--- src/rtl/reorder_buffer.sv ---
// 32-entry circular reorder buffer: in-order allocation and retirement,
// out-of-order completion from ALU/MEM/branch, and mispredict squash.
module reorder_buffer #(
    parameter int DEPTH  = 32,
    parameter int PTR_W  = 5,
    parameter int PREG_W = 7
) (
    input  logic              clk,
    input  logic              reset_n,
    input  logic              alloc_valid,
    input  logic [PREG_W-1:0] alloc_pd_new,
    input  logic [PREG_W-1:0] alloc_pd_old,
    input  logic [31:0]       alloc_pc,
    output logic              alloc_ready,
    output logic [PTR_W-1:0]  alloc_tag,
    input  logic              alu_done,
    input  logic [PTR_W-1:0]  alu_tag,
    input  logic              mem_done,
    input  logic [PTR_W-1:0]  mem_tag,
    input  logic              br_done,
    input  logic [PTR_W-1:0]  br_tag,
    input  logic              mispredict,
    input  logic [PTR_W-1:0]  mispredict_tag,
    output logic              commit_valid,
    output logic [PTR_W-1:0]  commit_tag,
    output logic [PREG_W-1:0] commit_pd_old,
    output logic [PREG_W-1:0] commit_pd_new,
    output logic [31:0]       commit_pc,
    output logic              full,
    output logic              empty
);

    localparam logic [PTR_W:0]   FULL_CNT = (PTR_W+1)'(DEPTH);
    localparam logic [PTR_W:0]   CNT_ONE  = (PTR_W+1)'(1);
    localparam logic [PTR_W-1:0] PTR_ONE  = PTR_W'(1);

    logic [PTR_W-1:0]  head_q, head_d, tail_q, tail_d;
    logic [PTR_W:0]    count_q, count_d;
    logic [DEPTH-1:0]  valid_q, valid_d, complete_q, complete_d;
    logic [DEPTH-1:0]  done_hit, squash;
    logic [PTR_W-1:0]  squash_span, keep_span, offset;
    logic [PREG_W-1:0] pd_new_q [DEPTH];
    logic [PREG_W-1:0] pd_old_q [DEPTH];
    logic [31:0]       pc_q     [DEPTH];
    logic              alloc_fire, commit_fire;

    assign alloc_ready = (count_q != FULL_CNT);
    assign full        = (count_q == FULL_CNT);
    assign empty       = (count_q == '0);
    assign alloc_tag   = tail_q;
    assign alloc_fire  = alloc_valid & alloc_ready & ~mispredict;
    assign commit_fire = valid_q[head_q] & complete_q[head_q];

    assign commit_valid  = commit_fire;
    assign commit_tag    = commit_fire ? head_q           : '0;
    assign commit_pd_old = commit_fire ? pd_old_q[head_q] : '0;
    assign commit_pd_new = commit_fire ? pd_new_q[head_q] : '0;
    assign commit_pc     = commit_fire ? pc_q[head_q]     : '0;

    // Squash range is mispredict_tag+1 .. tail-1, measured as a circular offset
    // so a full buffer with mispredict_tag = tail-1 squashes nothing.
    always_comb begin
        squash_span = tail_q - mispredict_tag - PTR_ONE;
        keep_span   = mispredict_tag - head_q;
        squash      = '0;
        done_hit    = '0;
        offset      = '0;
        for (int unsigned i = 0; i < DEPTH; i++) begin
            offset      = PTR_W'(i) - mispredict_tag - PTR_ONE;
            squash[i]   = mispredict && (offset < squash_span);
            done_hit[i] = (alu_done && alu_tag == PTR_W'(i)) ||
                          (mem_done && mem_tag == PTR_W'(i)) ||
                          (br_done  && br_tag  == PTR_W'(i));
        end
    end

    always_comb begin
        valid_d    = valid_q;
        complete_d = complete_q | (valid_q & done_hit);
        for (int unsigned i = 0; i < DEPTH; i++) begin
            if (commit_fire && head_q == PTR_W'(i)) begin
                valid_d[i]    = 1'b0;
                complete_d[i] = 1'b0;
            end
            if (squash[i]) begin
                valid_d[i]    = 1'b0;
                complete_d[i] = 1'b0;
            end
            if (alloc_fire && tail_q == PTR_W'(i)) begin
                valid_d[i]    = 1'b1;
                complete_d[i] = 1'b0;
            end
        end
    end

    always_comb begin
        head_d = head_q + PTR_W'(commit_fire);
        if (mispredict) begin
            tail_d  = mispredict_tag + PTR_ONE;
            count_d = {1'b0, keep_span} + CNT_ONE - (PTR_W+1)'(commit_fire);
        end else begin
            tail_d  = tail_q + PTR_W'(alloc_fire);
            count_d = count_q + (PTR_W+1)'(alloc_fire) - (PTR_W+1)'(commit_fire);
        end
    end

    always_ff @(posedge clk or negedge reset_n) begin
        if (!reset_n) begin
            head_q     <= '0;
            tail_q     <= '0;
            count_q    <= '0;
            valid_q    <= '0;
            complete_q <= '0;
        end else begin
            head_q     <= head_d;
            tail_q     <= tail_d;
            count_q    <= count_d;
            valid_q    <= valid_d;
            complete_q <= complete_d;
        end
    end

    // Payload needs no reset: it is only observed through a valid, complete head.
    always_ff @(posedge clk) begin
        if (alloc_fire) begin
            pd_new_q[tail_q] <= alloc_pd_new;
            pd_old_q[tail_q] <= alloc_pd_old;
            pc_q[tail_q]     <= alloc_pc;
        end
    end

endmodule

--- config.mk ---
export PLATFORM = sky130hd
export DESIGN_NAME = reorder_buffer
export DESIGN_NICKNAME = d
export VERILOG_FILES = /design/src/rtl/reorder_buffer.sv
export SDC_FILE = /design/constraint.sdc
export NUM_CORES = 2
export LEC_CHECK = 0
export CORE_MARGIN = 2
export CORE_UTILIZATION = 55
export DETAILED_ROUTE_END_ITERATION = 6
export PLACE_DENSITY = 0.75
export SLEW_MARGIN = 20
export SYNTH_ARGS = -nofsm -noshare
export SYNTH_HDL_FRONTEND = slang
export SYNTH_SLANG_ARGS = --single-unit
--- constraint.sdc ---
create_clock -name clk -period 3.8 [get_ports clk]
set_input_delay 0.38 -clock clk [delete_from_list [all_inputs] [get_ports clk]]
set_output_delay 0.38 -clock clk [all_outputs]
set_load 0.05 [all_outputs]
=== After elaboration in Yosys (flattened, before gate mapping) ===
Memories as Yosys holds them, arrays and structs flattened.
Cells that the tools add are included.

* Input bits: 73
* Word-level logic and storage cells: 807
* Bits in writable memories: 1472
* Register bits: 80
* Memories: 3

* Add/subtract/negate cells: 74
* Equal/unequal tests: 157
* Reductions and logical operators: 294
* Order comparisons: 33
* Mux-type cells: 204
* Bitwise operators: 6

{| class="wikitable"
|+ Memories
! memory !! words !! width !! read ports !! clocked after memory_dff !! write ports !! RTL line !! source
|-
| pc_q || 32 || 32 || 1 || 0 || 1 || 44 || <nowiki>logic [31:0] pc_q [DEPTH];</nowiki>
|-
| pd_new_q || 32 || 7 || 1 || 0 || 1 || 42 || <nowiki>logic [PREG_W-1:0] pd_new_q [DEPTH];</nowiki>
|-
| pd_old_q || 32 || 7 || 1 || 0 || 1 || 43 || <nowiki>logic [PREG_W-1:0] pd_old_q [DEPTH];</nowiki>
|}

{| class="wikitable"
|+ Operator list
! operator !! number
|-
| 5-bit equality test, second input constant || 80
|-
| 5-bit by 4-bit equality test with 1-bit output, second input constant || 40
|-
| 1-bit two-way mux || 196
|-
| 1-bit logical AND || 192
|-
| 5-bit by 1-bit subtractor with 5-bit output, second input constant || 33
|-
| 5-bit < comparator || 32
|-
| 5-bit by 3-bit equality test with 1-bit output, second input constant || 20
|-
| 3-bit nonzero test || 32
|-
| 5-bit subtractor, first input constant || 16
|-
| 1-bit logical OR || 64
|-
| 5-bit by 2-bit equality test with 1-bit output, second input constant || 10
|-
| 4-bit by 5-bit subtractor with 5-bit output, first input constant || 8
|-
| 32-bit bitwise AND || 1
|-
| 32-bit two-way mux || 1
|-
| 32-bit bitwise OR || 1
|-
| 5-bit by 1-bit equality test with 1-bit output, second input constant || 5
|-
| 5-bit logical NOT || 5
|-
| 3-bit by 5-bit subtractor with 5-bit output, first input constant || 4
|-
| 7-bit two-way mux || 2
|-
| 6-bit by 1-bit subtractor with 6-bit output || 2
|-
| 5-bit by 1-bit adder with 5-bit output || 2
|-
| 1-bit binary-select mux with 5-bit select || 2
|-
| 5-bit two-way mux || 2
|-
| 1-bit by 5-bit subtractor with 5-bit output, first input constant || 2
|-
| 12 further kinds || 16
|}

=== Longest topological paths before layout ===
* Depth after elaboration: 9
* Mapped depth: 22
* Depth with buffers taken out: 17

=== Least setup slack after synthesis ===
OpenSTA, ideal clock, no wires.

* Path kind: reg-to-reg
* Start: register count_q[2]
* End: memory pc_q[4][0] (enable)
* Setup time: 453 ps
* Arrival: 4102 ps
* Stages on the path, launching flop included: 8
* Setup slack: -755 ps
* Period minus slack after synthesis: 4555 ps
* Data required time: 3347 ps
* Buffers on the path: 1
* Cell sequence: dfrtp_1 > inv_1 > ha_1 > nand4bb_1 > nand2_1 > or4b_2 > clkbuf_1 > nor2_1

* Word-level cells in the longest chain between the ends: 5

{| class="wikitable"
|+ Ends and longest elaborated chain
! item !! RTL line !! source
|-
| start, declared || 38 || <nowiki>logic [PTR_W:0] count_q, count_d;</nowiki>
|-
| start signal, assigned || 117 || <nowiki>count_q <= count_d;</nowiki>
|-
| 6-bit inequality test || 47 || <nowiki>assign alloc_ready = (count_q != FULL_CNT);</nowiki>
|-
| named net alloc_ready || 14 || <nowiki>output logic alloc_ready,</nowiki>
|-
| 1-bit bitwise AND (2 in series) || 51 || <nowiki>assign alloc_fire = alloc_valid & alloc_ready & ~mispredict;</nowiki>
|-
| 1-bit two-way mux || 125 || <nowiki>if (alloc_fire) begin</nowiki>
|-
| 1-bit two-way mux (not written as such) || 128 || <nowiki>pc_q[tail_q] <= alloc_pc;</nowiki>
|-
| end, declared || 44 ||
|}

The timed path passes the listed nets, and every way through them passes these cells.

=== Worst setup path in the final report ===
* Start: register head_q[0]
* End: output port commit_pc[27]

* Word-level cells in the longest chain between the ends: 4
* Elaborated cells on any way between the ends: 7
* Those cells by class: mux: 5; bitwise: 1; memory: 1

{| class="wikitable"
|+ Ends and longest elaborated chain
! item !! RTL line !! source
|-
| start, declared || 37 || <nowiki>logic [PTR_W-1:0] head_q, head_d, tail_q, tail_d;</nowiki>
|-
| start signal, assigned || 109 || <nowiki>head_q <= '0;</nowiki>
|-
| start signal, assigned || 115 || <nowiki>head_q <= head_d;</nowiki>
|-
| 1-bit binary-select mux with 5-bit select || 52 || <nowiki>assign commit_fire = valid_q[head_q] & complete_q[head_q];</nowiki>
|-
| 1-bit two-way mux (not written as such) || 52 ||
|-
| 1-bit bitwise AND || 52 ||
|-
| 32-bit two-way mux (*) || 58 || <nowiki>assign commit_pc = commit_fire ? pc_q[head_q] : '0;</nowiki>
|-
| end, declared || 28 || <nowiki>output logic [31:0] commit_pc,</nowiki>
|}

Mark *: on every way between the ends. The rest lies on a longest branch, timed or not. The select of a mux whose other input is x is not followed.

==> metrics.txt <==
GR Overflow Total=0; number of max-cap violations=0; Skew-Pair Late Insertion Delay=0.78 ns; Mapped Nets=roughly 3,200; port bufs=roughly 130; metal1 wirelength=64,000 um; hold slack=0.1214 ns; CP Launch Type=flip-flop; Arrival @ worst endpoint=roughly 3.5 ns; WL per Instance=approximately 36 um; clk_skew=0.02791 ns; Area contributors post-synth=edfxtp_1 70%, mux4_2 17%, dfrtp_1 3.2%; Final Power=around 0.037 W; syn avg cell area=20.80 sq um; Rows=124; final setup vio count=8; Slew headroom=0.2882; dominant cell type by area after synthesis=edfxtp_1; first-pass GRT wire length=250,200 um; Yosys cell types=70; clock-pin slew on the worst setup and hold paths=0.07 ns; Leakage=roughly 24 nW; sequential area share after synthesis=0.7302; Initial Utilization=0.5541; final period utilization=1.017; r2r setup slk=0.14 ns; Peak supply drop=466.0 uV; Seq pwr share=0.515; placed inst area=0.06750 sq mm; synthesized cell area=0.06327 sq mm; vias in the first global route=~35,000; DR iter-0 viols=between 4,000 and 5,000; Post-DRT Antenna Nets=0; Die W=343.2 um; area fraction of the dominant cell type after synthesis=0.6986; Worst EP required=3.42 ns; Hold WC Path Type=primary input to flip-flop; fin cells=5,008; Sw Share=0.2287; Post-Place Cells=4,672; gr usage total=0.3007; Worst Tran Pin Value=1.064 ns; CTS tree=done; Top Metal Used=met5; fin crit period=3.863 ns; Max Freq=roughly 260 MHz; clock root buffer=clkbuf_16; Clock Power Share=0.409; number of synthesized flops with an enable pin=1,472; status=finished, violations left; violated checks=negative setup slack; initial antenna violation count=3; Int Pwr=0.02853 W; share of layout cells above drive strength 1=0.3021; peak fanout along the critical path=10; GPL Wtd Cong=0.9235; met3 WL=17,520 um; switching power=0.008462 W; Logic pwr share=0.076; DP Wirelength=about 84,000 um; Via density=between 6 and 7; H-tree depth=4; Crit. End Element=output pin; Max Slew Vio Count=0; ys async rst share=0.05155; routed wire length=180,600 um; io pins=133; Crit Path Class=flip-flop to output pin; TritonRoute pass-1 iters=5; Core Box Area=0.1142 sq mm; RSZ-0062 raised after global routing=true; area growth from synthesis to layout=17.14%; CTS Buf Count=151; top_reg_cell synth=edfxtp_1; final core occ=0.6491; DR vias=34,534; #FFs+latches synth=1,552; largest net degree at the start of global routing=114; metal2 WL=about 91,000 um; design area=about 0.074 sq mm; cells after synthesis=3,042; fin nets=3,542; setup slack after layout=-0.06335 ns; Final Hold Viols=0; fill count=7,266; power per cell area=499.1 mW/mm^2; Syn. warnings=0; Max clock buf depth=3; CTS sink cnt=about 1,600; Die ar.=0.1178 sq mm; number of remaining DRC errors=0; Die Span Y=roughly 340 um
-- worst max-delay path, stage by stage, from the launching register on --
cell       delay (ns)
dfrtp_4          0.51
buf_12           0.18
buf_12           0.14
buf_16           0.17
buf_16           0.17
mux4_2           0.55
mux4_2           0.53
inv_1            0.16
o2bb2ai_1        0.10
buf_4            0.20
-- cells in the mapped netlist, drive strengths merged, types with 4 or more instances --
master   instances
a21oi           59
o22ai           24
mux2i           17
a21o            16
a221oi           6
ha              89
nor2b           19
o32a             7
nand4           11
xnor2           31
xor2            15
a31o             7
clkbuf          98
mux4           465
nand3           33
nand2b          19
o2bb2ai         36
nand2           54
nor3b            4
nand4b           5
o21bai           9
a211oi          10
nor2            83
edfxtp        1472
o22a            15
o21ai           49
or2              6
a211o            6
nor3            24
o211ai           4
maj3             6
and2             4
dfrtp           80
buf             62
o32ai           16
o31ai           10
o21a             9
and3            10
nor4             9
inv            113
-- power groups by stage --
stage	Clock, W	Sequential, W	Combinational, W
5_1_grt	0.0158	0.0191	0.00305
4_1_cts	0.0151	0.0191	0.00271
2_1_floorplan	0	0.0194	0.00152
6_report	0.0151	0.0191	0.00281
3_5_place_dp	0	0.0194	0.00262
3_3_place_gp	0	0.0194	0.00252
-- sequential cells by signal, indices dropped and copies added, names as in the netlist --
signal,count
alloc_tag,5
head_q,5
pd_new_q,224
pc_q,1024
count_q,6
complete_q,32
valid_q,32
pd_old_q,224
-- worst paths after layout --
| kind | from | to | cells after the start |
|---|---|---|---|
| min reg2reg | valid_q[26] | valid_q[26] | 1 |
| min | alloc_pc[21] | pc_q[10][21] | 1 |
| min in group asynchronous | reset_n | alloc_tag[3] | 2 |
| max | head_q[0] | commit_pc[27] | 9 |
| max reg2reg | head_q[0] | count_q[4] | 19 |
| max in group asynchronous | reset_n | valid_q[7] | 2 |
-- cells by family (layout without fill, tap and decap cells) --
logic type,Yosys count,after routing,share of synthesized area
AND/OR/NAND/NOR,292,292,0.02320
XOR/XNOR,46,46,0.006367
other,0,1,0
adder cells (fa/ha/maj),98,98,0.01950
multiplexers,485,485,0.1688
buffers and inverters,273,726,0.01906
flip-flops,1552,1552,0.7302
AO/OA/AOI/OAI,296,296,0.03285
-- layout make-up --
cell class | count | area, sq um | area share
clock inverters | 94 | 967.2 | 0.01305
flip-flops and latches | 1552 | 46220 | 0.6235
well taps | 1512 | 1892 | 0.02552
diodes | 1 | 2.502 | 0.00003376
clock buffers | 177 | 3908 | 0.05272
repair buffers | 342 | 4199 | 0.05665
inverters | 113 | 457.9 | 0.006178
multi-input cells | 1217 | 16480 | 0.2223
-- routing by layer --
| layer | vias to the layer above | global-route usage |
|---|---|---|
| met1 | 18202 | 0.3993 |
| li1 | 13380 | - |
| met5 | - | 0 |
| met4 | 2 | 0.1143 |
| met2 | 2479 | 0.4984 |
| met3 | 471 | 0.05934 |
-- placed cells by master (no fill, tap or decap), drive strengths merged, types with 59 or more instances in the layout --
| cell type | n |
|---|---|
| edfxtp | 1472 |
| mux4 | 465 |
| buf | 251 |
| clkbuf | 188 |
| inv | 124 |
| ha | 89 |
| nor2 | 83 |
| dfrtp | 80 |
| clkdlybuf4s50 | 74 |
| clkinv | 61 |
| a21oi | 59 |
-- per-stage QoR --
| stage | TNS, ns | worst slack, ns |
|---|---|---|
| 2_1_floorplan | -170.79 | -0.7035 |
| 3_3_place_gp | -4.374 | -0.1973 |
| 3_5_place_dp | -2.326 | -0.1652 |
| 4_1_cts | -0.006191 | -0.005131 |
| 5_1_grt | -0.5186 | -0.07766 |
| 6_report | -0.1214 | -0.06335 |
-- repair_timing --
item                                    CTS  global route
hold buffers                              1             0
gates resized for setup                  98            44
pin swaps                                 2             6
gates cloned                             15            12
endpoints found under the hold margin    80             0
buffers inserted                         13            25
endpoints found under the setup margin   53            51
Power figures use the tool's default switching activity.
